<file path="src/rtl/fc_act_pack_ctrl_if.sv">
// FC activation pack controller bus.
// Start/config, activation stream and buffer write port.
interface fc_act_pack_ctrl_if #(
  parameter int DATA_WIDTH = 8,
  parameter int PACK       = 4,
  parameter int ADDR_WIDTH = 10,
  parameter int CNT_WIDTH  = 12
) ();
  logic                       start_i;
  logic [ADDR_WIDTH-1:0]      base_addr_i;
  logic [CNT_WIDTH-1:0]       out_cnt_i;
  logic                       act_last_i;
  logic                       act_valid_i;
  logic [DATA_WIDTH-1:0]      act_result_i;
  logic                       wr_en_o;
  logic [ADDR_WIDTH-1:0]      wr_addr_o;
  logic [DATA_WIDTH*PACK-1:0] wr_data_o;
  logic [PACK-1:0]            wr_strb_o;
  logic                       busy_o;
  logic                       done_o;
  logic                       err_o;

  modport master (
    output start_i, base_addr_i, out_cnt_i,
    output act_last_i, act_valid_i, act_result_i,
    input  wr_en_o, wr_addr_o, wr_data_o, wr_strb_o,
    input  busy_o, done_o, err_o
  );

  modport slave (
    input  start_i, base_addr_i, out_cnt_i,
    input  act_last_i, act_valid_i, act_result_i,
    output wr_en_o, wr_addr_o, wr_data_o, wr_strb_o,
    output busy_o, done_o, err_o
  );
endinterface

</file>
<file path="src/rtl/fc_act_pack_ctrl.sv">
// FC activation stage sequencer: packs post-ReLU bytes
// into buffer words and reports layer done / mismatch.
module fc_act_pack_ctrl #(
  parameter int DATA_WIDTH = 8,
  parameter int PACK       = 4,
  parameter int ADDR_WIDTH = 10,
  parameter int CNT_WIDTH  = 12
) (
  input logic              clk,
  input logic              rst,
  fc_act_pack_ctrl_if.slave bus
);

  localparam int LW = (PACK > 1) ? $clog2(PACK) : 1;
  localparam int WW = DATA_WIDTH * PACK;

  typedef enum logic [1:0] {
    IDLE,
    RUN,
    DONE
  } state_t;

  state_t                state_q, state_d;
  logic [CNT_WIDTH-1:0]  cnt_q, cnt_d;
  logic [CNT_WIDTH-1:0]  tgt_q, tgt_d;
  logic [LW-1:0]         lane_q, lane_d;
  logic [WW-1:0]         pack_q, pack_d;
  logic [ADDR_WIDTH-1:0] addr_q, addr_d;
  logic                  wr_en_q, wr_en_d;
  logic [ADDR_WIDTH-1:0] wr_addr_q, wr_addr_d;
  logic [WW-1:0]         wr_data_q, wr_data_d;
  logic [PACK-1:0]       wr_strb_q, wr_strb_d;
  logic                  done_q, done_d;
  logic                  err_q, err_d;

  logic [CNT_WIDTH:0]    cnt_nx;
  logic                  hit;
  logic                  fin;
  logic                  full;
  logic [WW-1:0]         merged;
  logic [PACK-1:0]       strb_m;

  always_comb begin
    cnt_nx = {1'b0, cnt_q} + (CNT_WIDTH+1)'(1);
    hit    = (cnt_nx == {1'b0, tgt_q});
    fin    = hit | bus.act_last_i;
    full   = (lane_q == LW'(PACK-1));
    merged = pack_q;
    merged[int'(lane_q)*DATA_WIDTH +: DATA_WIDTH]
           = bus.act_result_i;
    for (int k = 0; k < PACK; k++) begin
      strb_m[k] = (k <= int'(lane_q));
    end
  end

  always_comb begin
    state_d   = state_q;
    cnt_d     = cnt_q;
    tgt_d     = tgt_q;
    lane_d    = lane_q;
    pack_d    = pack_q;
    addr_d    = addr_q;
    wr_en_d   = 1'b0;
    wr_addr_d = '0;
    wr_data_d = '0;
    wr_strb_d = '0;
    done_d    = 1'b0;
    err_d     = err_q;
    unique case (state_q)
      IDLE: begin
        if (bus.start_i) begin
          tgt_d  = bus.out_cnt_i;
          addr_d = bus.base_addr_i;
          cnt_d  = '0;
          lane_d = '0;
          pack_d = '0;
          err_d  = 1'b0;
          if (bus.out_cnt_i == '0) begin
            state_d = DONE;
            done_d  = 1'b1;
          end else begin
            state_d = RUN;
          end
        end
        // stray activations are dropped but flagged
        if (bus.act_valid_i) err_d = 1'b1;
      end
      RUN: begin
        if (bus.act_valid_i) begin
          cnt_d  = cnt_nx[CNT_WIDTH-1:0];
          lane_d = full ? '0 : lane_q + LW'(1);
          pack_d = merged;
          if (full || fin) begin
            wr_en_d   = 1'b1;
            wr_addr_d = addr_q;
            wr_data_d = merged;
            wr_strb_d = strb_m;
            addr_d    = addr_q + ADDR_WIDTH'(1);
            pack_d    = '0;
          end
          if (fin) begin
            state_d = DONE;
            done_d  = 1'b1;
            // last and count must coincide
            if (hit != bus.act_last_i) err_d = 1'b1;
          end
        end
      end
      DONE: begin
        state_d = IDLE;
        if (bus.act_valid_i) err_d = 1'b1;
      end
      default: state_d = IDLE;
    endcase
  end

  always_ff @(posedge clk) begin
    if (!rst) begin
      state_q   <= IDLE;
      cnt_q     <= '0;
      tgt_q     <= '0;
      lane_q    <= '0;
      pack_q    <= '0;
      addr_q    <= '0;
      wr_en_q   <= 1'b0;
      wr_addr_q <= '0;
      wr_data_q <= '0;
      wr_strb_q <= '0;
      done_q    <= 1'b0;
      err_q     <= 1'b0;
    end else begin
      state_q   <= state_d;
      cnt_q     <= cnt_d;
      tgt_q     <= tgt_d;
      lane_q    <= lane_d;
      pack_q    <= pack_d;
      addr_q    <= addr_d;
      wr_en_q   <= wr_en_d;
      wr_addr_q <= wr_addr_d;
      wr_data_q <= wr_data_d;
      wr_strb_q <= wr_strb_d;
      done_q    <= done_d;
      err_q     <= err_d;
    end
  end

  assign bus.wr_en_o   = wr_en_q;
  assign bus.wr_addr_o = wr_addr_q;
  assign bus.wr_data_o = wr_data_q;
  assign bus.wr_strb_o = wr_strb_q;
  assign bus.busy_o    = (state_q != IDLE);
  assign bus.done_o    = done_q;
  assign bus.err_o     = err_q;

endmodule

</file>
<file path="src/flat_wrapper.sv">
// flat-port wrapper written by rule: the top's interface ports become plain ports
module fc_act_pack_ctrl_flat 
#(
  parameter int DATA_WIDTH = 8,
  parameter int PACK       = 4,
  parameter int ADDR_WIDTH = 10,
  parameter int CNT_WIDTH  = 12
)
  (clk, rst, bus_start_i, bus_base_addr_i, bus_out_cnt_i, bus_act_last_i, bus_act_valid_i, bus_act_result_i, bus_wr_en_o, bus_wr_addr_o, bus_wr_data_o, bus_wr_strb_o, bus_busy_o, bus_done_o, bus_err_o);
  fc_act_pack_ctrl_if #(.DATA_WIDTH(DATA_WIDTH), .PACK(PACK), .ADDR_WIDTH(ADDR_WIDTH), .CNT_WIDTH(CNT_WIDTH)) bus_i ();
  input logic clk;
  input logic rst;
  input wire logic [$bits(bus_i.start_i)-1:0] bus_start_i;
  input wire logic [$bits(bus_i.base_addr_i)-1:0] bus_base_addr_i;
  input wire logic [$bits(bus_i.out_cnt_i)-1:0] bus_out_cnt_i;
  input wire logic [$bits(bus_i.act_last_i)-1:0] bus_act_last_i;
  input wire logic [$bits(bus_i.act_valid_i)-1:0] bus_act_valid_i;
  input wire logic [$bits(bus_i.act_result_i)-1:0] bus_act_result_i;
  output wire logic [$bits(bus_i.wr_en_o)-1:0] bus_wr_en_o;
  output wire logic [$bits(bus_i.wr_addr_o)-1:0] bus_wr_addr_o;
  output wire logic [$bits(bus_i.wr_data_o)-1:0] bus_wr_data_o;
  output wire logic [$bits(bus_i.wr_strb_o)-1:0] bus_wr_strb_o;
  output wire logic [$bits(bus_i.busy_o)-1:0] bus_busy_o;
  output wire logic [$bits(bus_i.done_o)-1:0] bus_done_o;
  output wire logic [$bits(bus_i.err_o)-1:0] bus_err_o;
  assign bus_i.start_i = bus_start_i;
  assign bus_i.base_addr_i = bus_base_addr_i;
  assign bus_i.out_cnt_i = bus_out_cnt_i;
  assign bus_i.act_last_i = bus_act_last_i;
  assign bus_i.act_valid_i = bus_act_valid_i;
  assign bus_i.act_result_i = bus_act_result_i;
  assign bus_wr_en_o = bus_i.wr_en_o;
  assign bus_wr_addr_o = bus_i.wr_addr_o;
  assign bus_wr_data_o = bus_i.wr_data_o;
  assign bus_wr_strb_o = bus_i.wr_strb_o;
  assign bus_busy_o = bus_i.busy_o;
  assign bus_done_o = bus_i.done_o;
  assign bus_err_o = bus_i.err_o;
  fc_act_pack_ctrl #(.DATA_WIDTH(DATA_WIDTH), .PACK(PACK), .ADDR_WIDTH(ADDR_WIDTH), .CNT_WIDTH(CNT_WIDTH)) u_core (.clk(clk), .rst(rst), .bus(bus_i));
endmodule
</file>
<file path="config.mk">
export PLATFORM = sky130hd
export DESIGN_NAME = fc_act_pack_ctrl_flat
export DESIGN_NICKNAME = d
export VERILOG_FILES = /design/src/rtl/fc_act_pack_ctrl_if.sv /design/src/rtl/fc_act_pack_ctrl.sv /design/src/flat_wrapper.sv
export SDC_FILE = /design/constraint.sdc
export NUM_CORES = 1
export LEC_CHECK = 0
export CAP_MARGIN = 20
export CORE_AREA = 2 2 100 102
export DETAILED_ROUTE_END_ITERATION = 8
export DIE_AREA = 0 0 102 104
export PLACE_DENSITY = 0.83
export SYNTH_ARGS = -nofsm -noshare
export SYNTH_HDL_FRONTEND = slang
export SYNTH_SLANG_ARGS = --single-unit
</file>
<file path="constraint.sdc">
create_clock -name clk -period 4.6 [get_ports clk]
set_clock_uncertainty 0.15 [all_clocks]
set_input_delay 0.69 -clock clk [delete_from_list [all_inputs] [get_ports clk]]
set_output_delay 0.69 -clock clk [all_outputs]
set_load 0.1 [all_outputs]
</file>
==> out/metrics.cfg, run 1 <==
[floorplan]
core_um2 = 9550
fp.dieArea_um2 = 10600
die_h_um = 104
die_w_um = 102
core.rowCount = 36
ios = 85
floorplan.initialDensity_pct = 56.2

[clock_tree]
numCtsBuffers = 17
root_buffer = clkbuf_8
path_clk_slew_ns = 0.06
ctsHtreeMaxLevel = 4
cts_tree = done
clk_latency_ns = 0.52
cts_resized = 0
cts_setup_buffers = 0
clk_path_buf_depth = 2
cts_hold_buf = 0
clock_sinks = 118

[synth]
postSynthAreaPerCell_um2 = 8.50
ys.flop_type = dfxtp_1
yosys_register_bits = 118
async_flop_share_pct = 0
syn-num-nets = 680
synth-edff-count = 0
ys_seq_area_share_pct = 44.0
ys_warn_count = 0
ys_types = 60
syn_area_um2 = 5370
syn-instance-count = 631

[critical_path]
crit_arrival_ns = 3.95
cp.required_ns = 4.90
path_class = reg -> reg
start_kind = register
worst_path_max_delay_cell = dfxtp_1
path_max_fanout = 8
endpoint_kind = register
crit_path_cell_trace = ha_1 > and4_1 > a21oi_1 > a211oi_1 > o31ai_1 > nand4_1 > ha_1 > nor2b_1 > nand3_1 > o21ai_2 > a22oi_1 > nor2b_1
cpPeakStageDelay_ns = 0.43

[timing]
rsz0062_at_grt = no
maxSlewHeadroom_pct = 24.3
finalCritPeriodShare_pct = 79.3
fin_crit_ns = 3.65
final-hold-violation-count = 0
tightestPinTransition_ns = 1.13
fin_setup_tns_ns = 0
slew_viol_final = 0
setup_viol = 0
fin_ws_ns = 0.951
max_clock_freq_mhz = 274

[final_layout]
fillers = 726
layout.nets = 736
diodes = 0
area_growth_syn_to_layout_pct = 25.3
final_common_cell = dfxtp_1
drive_above_1_share_pct = 6.71
final_cell_mix = dfxtp_1 (118), clkdlybuf4s50_1 (84), nor2_1 (80)

[global_routing]
grt_overflow = 0
grt_antenna_before_repair = 0
grt_pass1_wl_um = 21400
grt_pass1_vias = 4494
grt_usage_pct = 25.3
grt_max_degree = 46

[placed_design]
place_ws_ns = 1.11
portBuffers = 84
dpl.hpwl_um = 8630
routabilityCongestion = 0.907

[pwr]
irDropWorstVdd_uv = 297
power_density_nw_per_um2 = 385
p_leak_uw = 0.00245

[drt]
route.detailed.wl_per_inst_um = 16.0
via_per_inst = 5.76
antenna_left = 0
detail_route.drc_violations = 0
wl_um = 13300
first_pass_iters = 4
num_vias = 4802
first_iter_violations = 300

[hold_path]
hp-class = reg -> reg

[run]
cap_violations = 0

[status]
outcome = finished, final reports clean

per-stage QoR:
stage	util [%]	area [um2]	total power [uW]	hold WS, ns	std cells
2_1_floorplan	-	5370	1270	0.298	631
3_3_place_gp	64.5	6160	1350	0.312	801
3_5_place_dp	64.5	6160	1350	0.316	801
4_1_cts	70.4	6730	2590	0.323	833
5_1_grt	70.4	6730	2660	0.332	833
6_report	70.4	6730	2590	0.321	833
worst max-delay path: cells and delay by family, from the launching register on:
family | cells | cell delay, ns
and+or+nand+nor | 5 | 1.27
AOI/OAI and AO/OA | 5 | 1.09
adders and majority gates | 2 | 0.62
DFF | 1 | 0.43
registers in the layout, indices dropped and copies added, names as in the netlist:
name                  cells
u_core.bus.wr_data_o     32
u_core.pack_q            32
u_core.cnt_q             12
u_core.tgt_q             12
u_core.addr_q            10
u_core.bus.wr_addr_o     10
u_core.bus.wr_strb_o      3
u_core.lane_q             2
u_core.state_q            2
u_core.bus.done_o         1
u_core.bus.err_o          1
u_core.bus.wr_en_o        1
synthesized netlist by cell type (all sizes together) (2+ instances only):
| cell type | n | share of area [%] |
|---|---|---|
| a211oi | 4 | 0.56 |
| a21boi | 12 | 1.7 |
| a21o | 2 | 0.28 |
| a21oi | 61 | 5.8 |
| a22oi | 36 | 5.1 |
| a31oi | 3 | 0.35 |
| a41oi | 2 | 0.33 |
| and2 | 15 | 1.7 |
| and3 | 10 | 1.2 |
| and4 | 2 | 0.33 |
| buf | 31 | 3.0 |
| clkbuf | 18 | 1.3 |
| dfxtp | 118 | 44 |
| ha | 14 | 3.3 |
| inv | 13 | 0.91 |
| mux2i | 5 | 0.93 |
| nand2 | 47 | 3.3 |
| nand2b | 3 | 0.35 |
| nand3 | 14 | 1.5 |
| nand3b | 6 | 0.84 |
| nand4 | 3 | 0.35 |
| nor2 | 80 | 5.6 |
| nor2b | 50 | 5.8 |
| nor3 | 6 | 0.56 |
| nor4 | 10 | 1.2 |
| nor4b | 2 | 0.61 |
| o21a | 4 | 0.56 |
| o21ai | 24 | 2.5 |
| o221a | 2 | 0.42 |
| o22ai | 3 | 0.35 |
| o31ai | 2 | 0.28 |
| xnor2 | 6 | 0.98 |
| xor2 | 6 | 0.98 |
where the power goes:
part / internal, uW / total [uW] / switching [uW] / leakage [uW]
registers: 1050 / 1070 / 23.2 / 0.000955
clock network: 782 / 1250 / 463 / 0.000271
logic: 94.9 / 271 / 177 / 0.00122
total: 1920 / 2590 / 663 / 0.00245
per-layer routing:
| layer | wire length (um) | share of wire [%] | global-route usage (%) | vias to the layer above |
|---|---|---|---|---|
| met4 | 325 | 2.4 | 10.5 | 0 |
| met5 | 0 | 0 | 0 | - |
| met2 | 6480 | 49 | 41.5 | 179 |
| li1 | - | - | - | 2298 |
| met1 | 5700 | 43 | 32.4 | 2286 |
| met3 | 820 | 6.2 | 4.70 | 39 |
worst paths after layout:
check                  start                to  slack, ns  cells after the start
max reg2reg  u_core.cnt_q[0]  u_core.pack_q[2]       0.95                     12
max          u_core.cnt_q[0]  u_core.pack_q[2]       0.95                     12
min reg2reg  u_core.tgt_q[0]   u_core.tgt_q[0]       0.32                      2
min          u_core.tgt_q[0]   u_core.tgt_q[0]       0.32                      2
logic make-up after synthesis:
logic type / count (synthesis) / synth area share [%]
xor+xnor: 13 / 2.40
fa+ha+maj: 14 / 3.26
compound gates: 163 / 19.6
mux: 5 / 0.933
buf+inv: 62 / 5.15
simple gates: 256 / 24.6
flops: 118 / 44.0
cell type report:
type	count	area (um2)	area share (%)
Clock buffer	20	435	6.47
Clock inverter	12	129	1.92
Inverter	13	48.8	0.726
Multi-Input combinational cell	451	2730	40.6
Sequential cell	118	2360	35.1
Tap cell	133	166	2.47
Timing Repair Buffer	86	856	12.7
No activity file was read; power rests on OpenSTA's default activity.
==> inputs of run 2 (changes only) <==
--- a/config.mk
+++ b/config.mk
@@ -6,10 +6,10 @@
 export NUM_CORES = 1
 export LEC_CHECK = 0
 export CAP_MARGIN = 20
-export CORE_AREA = 2 2 100 102
+export CORE_AREA = 2 2 109 111
 export DETAILED_ROUTE_END_ITERATION = 8
-export DIE_AREA = 0 0 102 104
-export PLACE_DENSITY = 0.83
+export DIE_AREA = 0 0 111 113
+export PLACE_DENSITY = 0.75
 export SYNTH_ARGS = -nofsm -noshare
 export SYNTH_HDL_FRONTEND = slang
 export SYNTH_SLANG_ARGS = --single-unit
==> constraint.sdc (replaced) <==
create_clock -name clk -period 3 [get_ports clk]
set_clock_uncertainty 0.15 [all_clocks]
set_input_delay 0.45 -clock clk [delete_from_list [all_inputs] [get_ports clk]]
set_output_delay 0.45 -clock clk [all_outputs]
set_load 0.1 [all_outputs]
==> run 2 against run 1 <==
Net effect:
- cell count is 3.2% higher
- combinational power up 66%
- clock power is 48% higher
- sequential share of layout area decreased by 0.69 points
- worst setup slack worse by 0.83 ns
- critical path depth fell by 1
- die area up 18%
- count of clock-buffer cells in the layout shrank 3
- largest power group unchanged
- largest cell class unchanged
- sequential cell count unchanged
- via count rose by 0.83%
- fmax is 27% higher
- global-route usage shrank 3.8 points
- highest routed layer unchanged
==> out/metrics.cfg, run 2 (synthesized netlist as in run 1, its figures left out) <==
[timing]
slew_viol_final = 0
hold_ws_ns = 0.329
final-hold-violation-count = 0
maxSlewHeadroom_pct = 46.6
setup_viol = 0
fin_ws_ns = 0.121
fin_setup_tns_ns = 0
max_clock_freq_mhz = 347
fin_crit_ns = 2.88
tightestPinTransition_ns = 0.799
finalCritPeriodShare_pct = 96.0

[global_routing]
grt_max_degree = 46
grt_pass1_vias = 4544
grt_antenna_before_repair = 0
grt_overflow = 0
grt_pass1_wl_um = 21800
grt_usage_pct = 21.5

[clock_tree]
root_buffer = clkbuf_16
clk_path_buf_depth = 2
numCtsBuffers = 17
clock_sinks = 118
ctsHtreeMaxLevel = 4
path_clk_slew_ns = 0.06
cts_tree = done
clk_latency_ns = 0.42

[critical_path]
start_kind = register
endpoint_kind = register
reg2reg_depth = 11
cpPeakStageDelay_ns = 0.52
path_class = reg -> reg
cp_num_buf_inv = 1
crit_arrival_ns = 2.99
path_delay_family = simple AND/OR/NAND/NOR gates
cp.required_ns = 3.12
path_max_fanout = 9
crit_path_cell_trace = nand3_4 > nor4b_1 > o2111ai_2 > a211oi_2 > nand4_1 > ha_1 > nor2b_4 > buf_4 > and3_2 > a22oi_1 > nor2_1
worst_path_max_delay_cell = dfxtp_1
crit_cells = 11

[run]
cap_violations = 0

[pwr]
power_density_nw_per_um2 = 573
irDropWorstVdd_uv = 346
p_leak_uw = 0.00264

[drt]
wl_um = 13600
first_pass_iters = 5
route.detailed.wl_per_inst_um = 15.8
m1WireLength_um = 5910
wl_met3_um = 829
wl_met2_um = 6580
via_per_inst = 5.63
detail_route.drc_violations = 0
num_vias = 4842
antenna_left = 0
first_iter_violations = 349
top_layer_used = met4

[floorplan]
floorplan.initialDensity_pct = 47.6
core_um2 = 11300
fp.dieArea_um2 = 12500
ios = 85
core.rowCount = 39
die_w_um = 111
die_h_um = 113

[final_layout]
final_cell_mix = dfxtp_1 (114), nor2_1 (80), buf_4 (68)
area_growth_syn_to_layout_pct = 28.1
layout.nets = 753
final_common_cell = dfxtp_1
fillers = 902
drive_above_1_share_pct = 19.2
diodes = 0

[placed_design]
dpl.hpwl_um = 9050
place_ws_ns = -0.0207
routabilityCongestion = 0.882
portBuffers = 84

[status]
outcome = finished, final reports clean

[hold_path]
hp-class = reg -> reg
hold_path_depth = 2

run 2: per-stage QoR:
| step | utilization (%) | instances | cell area (um2) | total power [uW] |
|---|---|---|---|---|
| 3_3_place_gp | 54.8 | 827 | 6180 | 2080 |
| 6_report | 61.0 | 860 | 6870 | 3940 |
| 2_1_floorplan | - | 631 | 5370 | 1950 |
| 3_5_place_dp | 54.8 | 827 | 6180 | 2100 |
| 5_1_grt | 61.0 | 860 | 6870 | 4070 |
| 4_1_cts | 59.8 | 859 | 6740 | 3940 |
run 2: what timing repair did:
| action | 4_1_cts | 5_1_grt |
|---|---|---|
| pin swaps | 0 | 3 |
| setup buffers | 0 | 1 |
| hold buffers | 0 | 0 |
| resized for setup | 3 | 30 |
| setup endpoints to repair | 26 | 73 |
run 2: final timing paths:
kind              startpoint                end  slack [ns]
max          u_core.cnt_q[4]  u_core.pack_q[25]        0.12
min          u_core.tgt_q[7]    u_core.tgt_q[7]        0.33
max reg2reg  u_core.cnt_q[4]  u_core.pack_q[25]        0.12
min reg2reg  u_core.tgt_q[7]    u_core.tgt_q[7]        0.33
run 2: cell type report:
| class | count | area [um2] | share of cell area, % |
|---|---|---|---|
| Clock buffer | 17 | 425 | 6.19 |
| Clock inverter | 15 | 123 | 1.78 |
| Multi-Input combinational cell | 451 | 2860 | 41.6 |
| Inverter | 13 | 48.8 | 0.710 |
| Tap cell | 143 | 179 | 2.60 |
| Timing Repair Buffer | 103 | 871 | 12.7 |
| Sequential cell | 118 | 2370 | 34.4 |
run 2: where the power goes:
part / leakage, uW / internal [uW] / switching, uW
clock network: 0.000251 / 1070 / 786
logic: 0.00143 / 167 / 282
registers: 0.000957 / 1600 / 35.3
total: 0.00264 / 2840 / 1100
run 2: tightest hold or removal path: stages (launching register included):
cell      delay, ns
dfxtp_1        0.32
nand2_1        0.05
a21boi_0       0.06
run 2: routing by layer:
layer,vias to the layer above,global-route usage [%]
met1,2278,26.9
li1,2337,-
met4,0,9.83
met5,-,0
met2,191,35.1
met3,36,5.41
